===== src/rtl/ysyx_22041207_ifu_axi_rd.sv =====
// ----------------------------------------------------------------------------
// ysyx_22041207_ifu_axi_rd
//   Instruction-fetch read port: turns one fetch request at a time into a
//   single-beat AXI4 read (AR then R) and holds the result until the fetch
//   side consumes it.
//
// Parameters
//   AXI_ID          constant ARID; R beats carrying another RID are dropped
//
// Ports
//   clk, rst        clock and synchronous active-high reset
//   rx_r_*          fetch request (valid/ready, 64-bit address, byte mask)
//   rx_data_*       fetch response (64-bit data, valid/ready), rx_resp_o code
//   ar*             AXI4 read-address channel (master side)
//   r*              AXI4 read-data channel (master side)
//
// Configuration
//   YSYX_22041207_IFU_ALIGN_CHECK_EN  when defined, a request whose address is
//   not aligned to its access size skips the bus and returns resp 2'b10.
// ----------------------------------------------------------------------------
module ysyx_22041207_ifu_axi_rd #(
    parameter logic [3:0] AXI_ID = 4'd0
) (
    input  logic        clk,
    input  logic        rst,
    // fetch request
    input  logic        rx_r_valid_i,
    output logic        rx_r_ready_o,
    input  logic [63:0] rx_r_addr_i,
    input  logic [7:0]  rx_r_size_i,
    // fetch response
    output logic [63:0] rx_data_read_o,
    output logic        rx_data_valid,
    input  logic        rx_data_ready,
    output logic [1:0]  rx_resp_o,
    // AXI4 AR
    output logic [63:0] araddr,
    output logic        arvalid,
    input  logic        arready,
    output logic [3:0]  arid,
    output logic [7:0]  arlen,
    output logic [2:0]  arsize,
    output logic [1:0]  arburst,
    // AXI4 R
    input  logic [63:0] rdata,
    input  logic [1:0]  rresp,
    input  logic        rlast,
    input  logic [3:0]  rid,
    input  logic        rvalid,
    output logic        rready
);

    typedef enum logic [1:0] {
        S_IDLE,
        S_AR,
        S_R,
        S_HOLD
    } state_e;

    state_e      state_q;
    logic        req_ready_q;
    logic        arvalid_q;
    logic        rready_q;
    logic        data_valid_q;
    logic [63:0] araddr_q;
    logic [2:0]  arsize_q;
    logic [63:0] data_q;
    logic [1:0]  resp_q;

    logic [2:0]  arsize_d;

    // Single-beat bursts only: the last flag carries no information here.
    logic        unused_rlast;
    assign unused_rlast = rlast;

    // Byte-lane mask to AXI size; unrecognised masks fall back to 8 bytes.
    always_comb begin
        arsize_d = 3'd3;
        case (rx_r_size_i)
            8'h01:   arsize_d = 3'd0;
            8'h03:   arsize_d = 3'd1;
            8'h0F:   arsize_d = 3'd2;
            8'hFF:   arsize_d = 3'd3;
            default: arsize_d = 3'd3;
        endcase
    end

`ifdef YSYX_22041207_IFU_ALIGN_CHECK_EN
    logic misaligned_d;
    always_comb begin
        misaligned_d = 1'b0;
        case (arsize_d)
            3'd1:    misaligned_d = rx_r_addr_i[0];
            3'd2:    misaligned_d = |rx_r_addr_i[1:0];
            3'd3:    misaligned_d = |rx_r_addr_i[2:0];
            default: misaligned_d = 1'b0;
        endcase
    end
`endif

    always_ff @(posedge clk) begin
        if (rst) begin
            state_q      <= S_IDLE;
            req_ready_q  <= 1'b1;
            arvalid_q    <= 1'b0;
            rready_q     <= 1'b0;
            data_valid_q <= 1'b0;
            araddr_q     <= '0;
            arsize_q     <= '0;
            data_q       <= '0;
            resp_q       <= '0;
        end else begin
            case (state_q)
                S_IDLE: begin
                    if (rx_r_valid_i && req_ready_q) begin
                        araddr_q    <= rx_r_addr_i;
                        arsize_q    <= arsize_d;
                        req_ready_q <= 1'b0;
`ifdef YSYX_22041207_IFU_ALIGN_CHECK_EN
                        if (misaligned_d) begin
                            state_q      <= S_HOLD;
                            data_q       <= '0;
                            resp_q       <= 2'b10;
                            data_valid_q <= 1'b1;
                        end else begin
                            state_q   <= S_AR;
                            arvalid_q <= 1'b1;
                        end
`else
                        state_q   <= S_AR;
                        arvalid_q <= 1'b1;
`endif
                    end
                end
                S_AR: begin
                    if (arready) begin
                        arvalid_q <= 1'b0;
                        rready_q  <= 1'b1;
                        state_q   <= S_R;
                    end
                end
                S_R: begin
                    // rready is high throughout R, so any rvalid is a transfer;
                    // foreign-ID beats are consumed but not captured.
                    if (rvalid && (rid == AXI_ID)) begin
                        rready_q     <= 1'b0;
                        data_valid_q <= 1'b1;
                        resp_q       <= rresp;
                        data_q       <= (rresp != 2'b00) ? '0 : rdata;
                        state_q      <= S_HOLD;
                    end
                end
                S_HOLD: begin
                    if (rx_data_ready) begin
                        data_valid_q <= 1'b0;
                        req_ready_q  <= 1'b1;
                        state_q      <= S_IDLE;
                    end
                end
                default: begin
                    state_q      <= S_IDLE;
                    req_ready_q  <= 1'b1;
                    arvalid_q    <= 1'b0;
                    rready_q     <= 1'b0;
                    data_valid_q <= 1'b0;
                end
            endcase
        end
    end

    assign rx_r_ready_o   = req_ready_q;
    assign rx_data_read_o = data_q;
    assign rx_data_valid  = data_valid_q;
    assign rx_resp_o      = resp_q;
    assign araddr         = araddr_q;
    assign arvalid        = arvalid_q;
    assign arid           = AXI_ID;
    assign arlen          = '0;
    assign arsize         = arsize_q;
    assign arburst        = 2'b01;
    assign rready         = rready_q;

endmodule


===== config.mk =====
export PLATFORM = sky130hd
export DESIGN_NAME = ysyx_22041207_ifu_axi_rd
export DESIGN_NICKNAME = d
export VERILOG_FILES = /design/src/rtl/ysyx_22041207_ifu_axi_rd.sv
export SDC_FILE = /design/constraint.sdc
export NUM_CORES = 1
export LEC_CHECK = 0
export BUFFER_PORTS_ARGS = -buffer_cell sky130_fd_sc_hd__buf_2
export CORE_UTILIZATION = 26
export CTS_BUF_LIST = sky130_fd_sc_hd__clkbuf_4
export DETAILED_ROUTE_END_ITERATION = 16
export GPL_ROUTABILITY_DRIVEN = 0
export MAX_ROUTING_LAYER = met4
export PLACE_DENSITY_LB_ADDON = 0.2
export SKIP_CTS_REPAIR_TIMING = 1
export SKIP_LAST_GASP = 1
export SYNTH_ARGS = -nofsm -noshare
export SYNTH_HDL_FRONTEND = slang
export SYNTH_SLANG_ARGS = --single-unit
export TNS_END_PERCENT = 1

===== constraint.sdc =====
create_clock -name clk -period 2.5 [get_ports clk]
set_clock_uncertainty 0.1 [all_clocks]
set_input_delay 0.75 -clock clk [delete_from_list [all_inputs] [get_ports clk]]
set_output_delay 0.75 -clock clk [all_outputs]
set_load 0.02 [all_outputs]

Word-level counts from Yosys, hierarchy flattened
Index checks and enable logic that the tools add are counted.

storage, ports and cells
  register bits = 139
  input port bits = 149
  output and inout port bits = 151
  word-level logic and storage cells = 54

operators by class
  equal/unequal tests = 10
  muxes and demuxes = 19
  reduce and logical (&&, ||, !) cells = 16

operator list
  operator                                              number
  2-to-1 mux 64 bit                                     1
  AND reduction 3 bit                                   4
  nonzero test 2 bit                                    5
  equality test 8 x 1 -> 1 bit (second input constant)  1
  equality test 8 x 2 -> 1 bit (second input constant)  1
  equality test 8 x 4 -> 1 bit (second input constant)  1
  2-to-1 mux 1 bit                                      8
  2-to-1 mux 2 bit                                      4
  != test 2 bit (second input constant)                 4
  case mux 1 bit (2 select lines)                       4
  case mux 2 bit (4 select lines)                       1
  case mux 2 bit (3 select lines)                       1
  equality test 2 bit (second input constant)           2
  zero test 4 bit                                       1
  AND reduction 2 bit                                   2
  AND reduction 4 bit                                   1
  equality test 2 x 1 -> 1 bit (second input constant)  1
  logical AND 1 bit                                     2
  zero test 2 bit                                       1

Logic depth before layout (Yosys ltp)
  depth in word-level cells = 4
  depth in mapped cells = 8
  mapped depth without buffers = 6

Least setup slack after synthesis
No wires, ideal clock.

  path type = input -> register
  start point = input rid[1]
  end point = register data_q[58], in the netlist rx_data_read_o[58]
  library setup time = 0.132 ns
  arrival time = 1.730 ns
  slack = 0.538 ns
  cell stages on the path = 6
  path buffers = 2
  path through = nor4_2 > nand3_1 > clkbuf_1 > buf_2 > nand2_1 > a21oi_1

on the way
  cells in the longest elaborated chain, start to end = 3

ends and longest elaborated chain
  element                        RTL line  text
  from (decl)                    48        input logic [3:0] rid,
  zero test 4 bit                145       if (rvalid && (rid == AXI_ID)) begin
  logical AND 1 bit              145
  AND reduction 2 bit (no line)  --
  to (signal assigned)           149       data_q <= (rresp != 2'b00) ? '0 : rdata;
  to (decl)                      67        logic [63:0] data_q;

No other way between the ends.
A chain may end at the register's enable or synchronous reset.

Final worst setup path
  start point = register req_ready_q, in the netlist rx_r_ready_o
  end point = output rx_r_ready_o

RTL lines
  element                 RTL line  text
  from (decl)             61        logic req_ready_q;
  from (signal assigned)  104       req_ready_q <= 1'b1;
  from (signal assigned)  118       req_ready_q <= 1'b0;
  from (signal assigned)  156       req_ready_q <= 1'b1;
  to (decl)               28        output logic rx_r_ready_o,

No word-level cell between the ends.

==> metrics.md <==
| Metric | Value |
|---|---|
| Max Slew Vio Count | `0` |
| Net Sw Power | `1.905 mW` |
| Commonest non-fill, non-tap cell in the layout | `buf_2` |
| DRT antenna net count | `0` |
| Number of global-route vias before repair | `4842` |
| CTS Buf Count | `17` |
| Drt via density | `4.366` |
| Clock latency on the worst-skew pair | `0.52 ns` |
| Predominant post-synthesis flop cell | `dfxtp_1` |
| Cell Chain, Critical Path | `buf_2` |
| Reg clk slew, reported paths | `0.14 ns` |
| Count of buffer and inverter cells on the critical path | `1` |
| CP required | `1.65 ns` |
| Largest net degree at the start of global routing | `52` |
| Register area | `2763 µm²` |
| Die width | `142.4 µm` |
| Global-route wire length before repair | `24600 µm` |
| Status | `finished clean` |
| Setup crit end | `rx_r_ready_o` |
| Total negative setup slack | `0 ns` |
| Post-synth EDFFs | `0` |
| RSZ-0062 raised after global routing | `false` |
| Synth cell types | `27` |
| Detail Placement HPWL | `11170 µm` |
| Initial core utilization | `26.95%` |
| Crit Reg-Reg Endpoint | `araddr[9]` |
| CTS H-tree lvls | `4` |
| Post-layout util | `37.48%` |
| Comb pwr share | `26.2%` |
| Sw frac | `35.56%` |
| Peak Freq | `497.3 MHz` |
| Drt total wl | `15930 µm` |
| Area growth syn-to-layout | `39.05%` |
| Grt total ovfl | `0` |
| Clk buf depth | `2` |
| Crit. path cell count | `1` |
| Max incr delay on CP | `0.43 ns` |
| # rows | `50` |
| Pleak | `3.225 nW` |
| Worst r2r src | `state_q[1]` |
| Most frequent cells in the layout | `buf_2 (282), nand2_1 (199), dfxtp_1 (138)` |
| Pre-CTS setup slack | `0.1556 ns` |
| Fin cells | `1187` |
| CTS sink count | `138` |
| DRC viols | `0` |
| Setup WS post-layout | `0.4892 ns` |
| DR vias | `5182` |
| Crit path max-delay family | `flip-flops` |
| Placed cell count | `1155` |
| Worst setup path start | `rx_r_ready_o` |
| Hold Slack | `0.3314 ns` |
| Clk root buf | `clkbuf_4` |
| Nets | `1067` |
| Cell Area, Synth | `5126 µm²` |
| YS warnings | `0` |
| Crit path max fanout | `6` |
| Die ar. | `20280 µm²` |
| CP Capture Type | `primary output` |
| Multi-input gate area | `2063 µm²` |
| Layout cells sized above 1 | `36.89%` |
| Diodes inserted | `0` |
| Clock share of power | `26.7%` |
| IO buf count | `283` |
| Slowest-stage cell, CP | `dfxtp_1` |
| Cell Pwr Density | `751.6 nW/µm²` |
| Reg power frac | `47.1%` |
| Critical path arrival | `1.16 ns` |
| Hold crit path type | `in -> reg` |
| Worst setup path class | `reg -> out` |
| Initial antenna violation count | `0` |
| CTS tree | `built` |
| Avg WL per Cell | `13.42 µm` |
| Number of I/O pins | `300` |
| Number of setup violations in the final report | `0` |
| Slew HR | `64.29%` |
| Die H | `142.4 µm` |
| R2R cell count | `6` |
| Worst Tran Pin Value | `0.5308 ns` |
| CP startpoint kind | `register` |
| Filler cell count in the final layout | `2077` |
| Min Clock Period, post-route | `2.011 ns` |
| #FFs+latches synth | `138` |
| Register area share after synthesis | `53.89%` |
| Mean Syn Cell Area | `7.948 µm²` |
| Final period utilization | `80.43%` |
| Final hold vios | `0` |
| Internal | `3.452 mW` |
| Gr usage total | `16.13%` |
| Gate Count Post-Synth | `645` |
| TritonRoute pass-1 iters | `4` |
| Initial drt markers | `187` |
| Async S/R FF share, synth | `0%` |
| Max-Cap Viols | `0` |
| VDD IR max | `0.3010 mV` |
| Core area | `19020 µm²` |
| R2R Setup Slk | `0.58 ns` |
-- flip-flops by register name, indices dropped and copies added (netlist names) --
| name | cells |
|---|---|
| rx_r_ready_o | 1 |
| rx_resp_o | 2 |
| rx_data_read_o | 64 |
| state_q | 2 |
| arsize | 2 |
| rready | 1 |
| rx_data_valid | 1 |
| araddr | 64 |
| arvalid | 1 |
-- power by group through the flow --
stage / clock [mW] / sequential, mW / combinational [mW]
after floorplan: 0 / 2.82 / 0.632
after global placement: 0 / 2.56 / 1.43
after detailed placement: 0 / 2.57 / 1.42
after CTS: 1.52 / 2.52 / 1.43
after global routing: 1.61 / 2.55 / 1.56
final: 1.43 / 2.52 / 1.40
-- how the worst min path moves through the flow --
stage,startpoint,to,slack [ns],depth (start not counted)
after floorplan,state_q[1],state_q[1],0.37,2
after global placement,rx_data_read_o[58],rx_data_read_o[58],0.34,2
after detailed placement,rx_data_read_o[15],rx_data_read_o[15],0.34,2
after CTS,rx_r_addr_i[62],araddr[62],0.25,3
after global routing,rx_r_addr_i[20],araddr[20],0.24,3
final,rx_r_addr_i[12],araddr[12],0.33,3
-- Yosys cell counts (2+ instances only) --
cell / number / area (µm²)
a21bo_2: 2 / 20.02
a21oi_1: 135 / 675.7
and3_1: 3 / 18.77
buf_1: 2 / 7.510
buf_2: 7 / 35.03
buf_4: 15 / 112.6
buf_6: 5 / 56.30
clkbuf_1: 36 / 135.1
conb_1: 2 / 7.510
dfxtp_1: 138 / 2763
ha_1: 4 / 50.05
inv_1: 6 / 22.52
nand2_1: 199 / 747.0
nand3_1: 68 / 340.3
nor2_1: 8 / 30.03
o21ai_0: 4 / 20.02
-- kinds of logic (layout without fill, tap and decap cells) --
| logic type | after synthesis | count (layout) | synth area share, % |
|---|---|---|---|
| and+or+nand+nor | 284 | 284 | 23.02 |
| AOI/OAI and AO/OA | 145 | 145 | 14.57 |
| DFF | 138 | 138 | 53.89 |
| buffers and inverters | 71 | 340 | 7.200 |
| adders and majority gates | 4 | 4 | 0.9764 |
| other | 2 | 15 | 0.1465 |
| muxes | 1 | 1 | 0.1953 |
-- metrics by stage --
| stage | total power [mW] | instance area, µm² |
|---|---|---|
| after floorplan | 3.448 | 5175 |
| after global placement | 3.993 | 6860 |
| after detailed placement | 3.993 | 6860 |
| after CTS | 5.465 | 7128 |
| after global routing | 5.723 | 7128 |
| final | 5.357 | 7128 |
-- layer usage --
| metal | global-route usage [%] | part of all wire, % |
|---|---|---|
| met4 | 4.980 | 1.0 |
| met3 | 5.182 | 7.9 |
| met5 | - | 0 |
| met2 | 25.57 | 45 |
| met1 | 19.37 | 46 |
-- layout make-up --
class	count	share of cell area, %
Sequential cell	138	38.76
Clock buffer	20	2.106
Tap cell	260	4.564
Timing Repair Buffer	302	23.66
Inverter	6	0.3160
Clock inverter	12	1.650
Multi-Input combinational cell	449	28.95
Power figures use the tool's default switching activity.
